$ cat src/rtl/wb_port_arbiter.sv
`default_nettype none
// ============================================================================
// Module   : wb_port_arbiter
// Purpose  : Shares the register-file write port between pipeline writeback
//            and a FIFO of long-latency results, with a starvation limit.
// Revision : 1.0  initial release
// ============================================================================
module wb_port_arbiter #(
   parameter int DATA_W     = 32,
   parameter int ADDR_W     = 5,
   parameter int DEPTH      = 2,
   parameter int STARVE_MAX = 4
) (
   input  logic                     clk,
   input  logic                     rst,
   input  logic                     pipe_wr_en,
   input  logic [ADDR_W-1:0]        pipe_rd_addr,
   input  logic [DATA_W-1:0]        pipe_wr_data,
   output logic                     pipe_stall,
   input  logic                     lu_valid,
   input  logic [ADDR_W-1:0]        lu_rd_addr,
   input  logic [DATA_W-1:0]        lu_data,
   output logic                     lu_ready,
   output logic                     rf_we,
   output logic [ADDR_W-1:0]        rf_waddr,
   output logic [DATA_W-1:0]        rf_wdata,
   output logic [$clog2(DEPTH):0]   fifo_count
);

   localparam int c_PTR_W = $clog2(DEPTH);
   localparam int c_CNT_W = $clog2(DEPTH) + 1;
   localparam int c_SC_W  = $clog2(STARVE_MAX + 1);
   localparam logic [c_CNT_W-1:0] c_DEPTH_CNT  = c_CNT_W'(DEPTH);
   localparam logic [c_SC_W-1:0]  c_STARVE_MAX = c_SC_W'(STARVE_MAX);

   logic [ADDR_W-1:0]  r_mem_addr [DEPTH];
   logic [DATA_W-1:0]  r_mem_data [DEPTH];
   logic [c_PTR_W-1:0] r_wr_ptr;
   logic [c_PTR_W-1:0] r_rd_ptr;
   logic [c_CNT_W-1:0] r_count;
   logic [c_SC_W-1:0]  r_starve_cnt;

   logic w_pipe_req;
   logic w_fifo_ne;
   logic w_grant_fifo;
   logic w_grant_pipe;
   logic w_push;

   always_comb begin
      w_pipe_req   = pipe_wr_en && (pipe_rd_addr != '0);
      w_fifo_ne    = (r_count != '0);
      w_grant_fifo = w_fifo_ne && (!w_pipe_req || (r_starve_cnt == c_STARVE_MAX));
      w_grant_pipe = w_pipe_req && !w_grant_fifo;
      lu_ready     = (r_count < c_DEPTH_CNT);
      // x0 results complete the handshake but are never stored
      w_push       = lu_valid && lu_ready && (lu_rd_addr != '0);
      pipe_stall   = w_pipe_req && w_grant_fifo;
      fifo_count   = r_count;
   end

   // Storage needs no reset: pointers and count define what is valid.
   always_ff @(posedge clk) begin
      if (w_push) begin
         r_mem_addr[r_wr_ptr] <= lu_rd_addr;
         r_mem_data[r_wr_ptr] <= lu_data;
      end
   end

   always_ff @(posedge clk) begin
      if (rst) begin
         r_wr_ptr     <= '0;
         r_rd_ptr     <= '0;
         r_count      <= '0;
         r_starve_cnt <= '0;
         rf_we        <= 1'b0;
         rf_waddr     <= '0;
         rf_wdata     <= '0;
      end else begin
         if (w_push) begin
            r_wr_ptr <= r_wr_ptr + 1'b1;
         end
         if (w_grant_fifo) begin
            r_rd_ptr <= r_rd_ptr + 1'b1;
         end
         case ({w_push, w_grant_fifo})
            2'b10:   r_count <= r_count + 1'b1;
            2'b01:   r_count <= r_count - 1'b1;
            default: r_count <= r_count;
         endcase

         if (!w_fifo_ne || w_grant_fifo) begin
            r_starve_cnt <= '0;
         end else if (w_grant_pipe && (r_starve_cnt != c_STARVE_MAX)) begin
            r_starve_cnt <= r_starve_cnt + 1'b1;
         end

         rf_we <= w_grant_pipe || w_grant_fifo;
         if (w_grant_pipe) begin
            rf_waddr <= pipe_rd_addr;
            rf_wdata <= pipe_wr_data;
         end else if (w_grant_fifo) begin
            rf_waddr <= r_mem_addr[r_rd_ptr];
            rf_wdata <= r_mem_data[r_rd_ptr];
         end
      end
   end

endmodule
`default_nettype wire

$ cat config.mk
export PLATFORM = sky130hd
export DESIGN_NAME = wb_port_arbiter
export DESIGN_NICKNAME = d
export VERILOG_FILES = /design/src/rtl/wb_port_arbiter.sv
export SDC_FILE = /design/constraint.sdc
export NUM_CORES = 1
export LEC_CHECK = 0
export BUFFER_PORTS_ARGS = -buffer_cell sky130_fd_sc_hd__buf_2
export CORE_MARGIN = 2
export CORE_UTILIZATION = 40
export CTS_CLUSTER_SIZE = 20
export DETAILED_ROUTE_END_ITERATION = 10
export RECOVER_POWER = 50
export SKIP_LAST_GASP = 1
export SLEW_MARGIN = 10
export SYNTH_ARGS = -nofsm -noshare
export SYNTH_HDL_FRONTEND = slang
export SYNTH_SLANG_ARGS = --single-unit
$ cat constraint.sdc
create_clock -name clk -period 7.5 [get_ports clk]
set_input_delay 0.375 -clock clk [delete_from_list [all_inputs] [get_ports clk]]
set_output_delay 0.375 -clock clk [all_outputs]
set_load 0.02 [all_outputs]
==> flow_summary.rst <==
.. list-table::
   :header-rows: 1

   * - Metric
     - Value
   * - Result of the run
     - finished, final reports clean
   * - Clock transition at path regs
     - 60 ps
   * - Number of max-capacitance violations reported
     - 0
   * - Worst setup skew after layout
     - ~10 ps
   * - Total power density per cell area
     - 364 mW/mm2
   * - RSZ-0062 raised after global routing
     - no
   * - Setup tns final
     - 0 ps
   * - Data arrival, critical path
     - around 2400 ps
   * - Final-report max-slew violation count
     - 0
   * - Pre-CTS setup slack
     - approximately 5000 ps
   * - Routed length on met3
     - slightly below 500 um
   * - TritonCTS Buffers
     - 17
   * - Min setup slack post-route
     - ~5400 ps
   * - Critical Path, Cell by Cell
     - clkbuf_1 -> or4_1 -> o211ai_1 -> ha_1 -> or3_1 -> a21oi_1
   * - Count of nets left with antenna violations after detail routing
     - 0
   * - Routed wire length per instance
     - roughly 16 um
   * - Yosys warns
     - 0
   * - Maximum achievable frequency
     - 0.473 GHz
   * - Number of instances in the synthesized netlist
     - 328
   * - Top-area cell type share of the netlist area
     - 47.4%
   * - GRT Overall Usage
     - 15.5%
   * - Worst ir drop on vdd
     - about 0.16 mV
   * - Initial antenna violation count
     - 0
   * - Count of final setup violators
     - 0
   * - Wire length of the first global-routing pass
     - between 15,000 and 20,000 um
   * - Commonest cells in the netlist
     - 74 x edfxtp_1, 46 x dfxtp_1, 38 x nand2_1
   * - Number of placed I/O pins
     - 120
   * - Seq pwr share
     - approximately 43%
   * - Layout overhead on the synthesized area
     - 24.8%
   * - Count of routing violations after the opening detailed-route iteration
     - 203
   * - Setup slack of the most critical reg-to-reg path
     - 5390 ps
   * - Maximum fanout count along the critical path
     - 4
   * - Wire length the detailed router placed on met1
     - between 4000 and 5000 um
   * - Internal Power
     - approximately 1500 uW
   * - Total wire length after detailed routing
     - ~9600 um
   * - Delay of the slowest critical-path stage
     - 580 ps
   * - Post CTS Setup Buffer Count
     - 0
   * - Worst slack on hold paths
     - between 150 and 200 ps
   * - Minimum clock period after layout
     - about 2100 ps
   * - Critical path type
     - in2reg
   * - Launching point of the worst reg2reg path
     - fifo_count[1]
   * - Syn Area/Cell
     - approximately 14 um2
   * - Clock tree from TritonCTS
     - done
   * - Kind of end point of the critical path
     - flop
   * - TritonRoute pass-1 iters
     - 4
   * - Library cell with the highest instance count after synthesis
     - edfxtp_1
   * - Count of hold buffers inserted by post-cts repair
     - 0
   * - HPWL reported at the end of detailed placement
     - between 6000 and 7000 um
   * - Routability cong.
     - 0.742
   * - Die width
     - about 110 um
   * - Die Footprint
     - 0.0126 mm2
   * - Number of enable-type register cells in the synthesized netlist
     - between 70 and 80
   * - Combinational power share
     - between 20% and 30%
   * - Total number of placement rows
     - 39
   * - Post-route cell area
     - between 0.005 and 0.006 mm2
   * - Crit path launch
     - lu_rd_addr[0]
   * - Worst EP required
     - between 7000 and 8000 ps
   * - Hold Path Origin
     - lu_data[1]
   * - Period Utilization, post-route
     - between 20 and 30%
   * - Min-delay worst type
     - in2reg
   * - Std-Cell Core Area
     - between 0.01 and 0.015 mm2
   * - Top post-synthesis cells by area
     - edfxtp_1 47%, dfxtp_1 20%, a32o_1 7.9%
   * - Leakage power of the design
     - 0.00207 uW
   * - Fraction of final layout cells with drive strength greater than 1
     - around a quarter
   * - Number of different library cells in the post-synthesis netlist
     - 30
   * - Post-placement cell area
     - about 0.0054 mm2
   * - Max layer used
     - met4
   * - Flops & latches, synth
     - 120
   * - Source-to-sink clock delay at the later pin of the worst-skew pair
     - roughly 400 ps
   * - Top cell type by total area after synthesis
     - edfxtp_1
   * - # diodes
     - 0
   * - Top_reg_cell synth
     - edfxtp_1
   * - Pin count of the biggest net entering global routing
     - 48
   * - GR Overflow Total
     - 0
   * - Length of routed met2 wiring
     - roughly 5000 um
   * - Number of H-tree levels
     - 4
   * - Vias after detailed routing
     - around 3,000
   * - Sink count of the clock tree
     - 120
   * - Cell at the root of the clock tree
     - clkbuf_16
   * - Post-synthesis net count
     - roughly 410
   * - Proportion of synthesized chip area in sequential cells
     - roughly 67%
   * - Initial core utilization
     - 41.0%
   * - Launching element type of the critical path
     - input port
   * - Clk pwr share
     - a little over a third
   * - FILL cells
     - between 1,000 and 1,500
   * - Number of buffers and inverters on the critical path
     - 1
   * - Asr flop ratio synth
     - 0%
   * - Number of global-route vias before repair
     - 2,986
   * - Count of port buffers added during placement
     - approximately 120
   * - Worst Tran Pin Value
     - ~1200 ps
   * - Maximum buffer depth of the clock tree
     - 2
   * - Drc violations
     - 0
   * - Cts repair resizes
     - 0
   * - Cell family contributing the most delay on the critical path
     - simple AND/OR/NAND/NOR gates
   * - Net Sw Frac
     - between 20% and 30%
   * - Die Ht
     - 112 um
   * - Avg Vias per Cell
     - 4.98
   * - Final Hold Violating Endpoints
     - 0
   * - Cell area after synthesis
     - 0.00469 mm2
   * - CP max stage cell
     - o211ai_1
   * - Psw
     - 625 uW
   * - Number of nets in the final layout
     - 530
   * - Worst slew slack as a fraction of its limit
     - a little under a quarter
## metal layers
layer | vias to the layer above | track usage, %
met5 | - | 0
met3 | 9 | 4.32
met2 | 77 | 27.5
met1 | 1458 | 17.7
met4 | 0 | 6.34
li1 | 1468 | -
## kinds of logic after synthesis
kind of cell | share of synthesized area [%]
muxes | 7.90
DFF | 67.1
AOI/OAI and AO/OA | 9.72
adders and majority gates | 0.801
buffers and inverters | 3.60
and+or+nand+nor | 9.96
xor gates and xnor gates | 0.935
## layout make-up
cell class	instances	area (um2)	area share [%]
inverters	5	18.8	0.321
well taps	143	179	3.06
flip-flops and latches	120	3140	53.8
multi-input cells	183	1400	24.0
clock inverters	13	130	2.23
repair buffers	122	539	9.22
clock buffers	19	433	7.40
## registers in the layout, indices dropped and copies added (netlist names), named ones only
register      cells
fifo_count        2
rf_waddr          5
r_mem_addr       10
r_wr_ptr          1
rf_wdata         32
r_starve_cnt      3
r_rd_ptr          1
r_mem_data       64
rf_we             1
## final timing paths
check	end	cells past startpoint
max	fifo_count[1]	6
min	r_mem_data[1][1]	1
max reg2reg	r_mem_data[1][25]	3
min reg2reg	r_starve_cnt[0]	1
## layout by cell type (no fill, tap or decap), drive strengths merged, types with 4 or more instances in the layout
cell,n
clkbuf,82
edfxtp,74
buf,59
dfxtp,46
nand2,38
or2,38
mux2i,37
a32o,37
nor2,10
inv,6
clkinv,6
xnor2,4
clkinvlp,4
## power by group through the flow
stage	Sequential, uW	Clock [uW]	Combinational (uW)
after global routing	929	809	493
after global placement	922	0	470
after floorplan	978	0	279
after CTS	914	777	478
after detailed placement	927	0	476
final	914	761	451
## through the flow
step | std cells | util [%] | power (uW)
after floorplan | 328 | - | 1260
after global placement | 573 | 47.0 | 1390
after detailed placement | 573 | 47.0 | 1400
after CTS | 605 | 52.0 | 2170
after global routing | 605 | 51.2 | 2230
final | 605 | 51.2 | 2130
No activity file was read; power rests on OpenSTA's default activity.
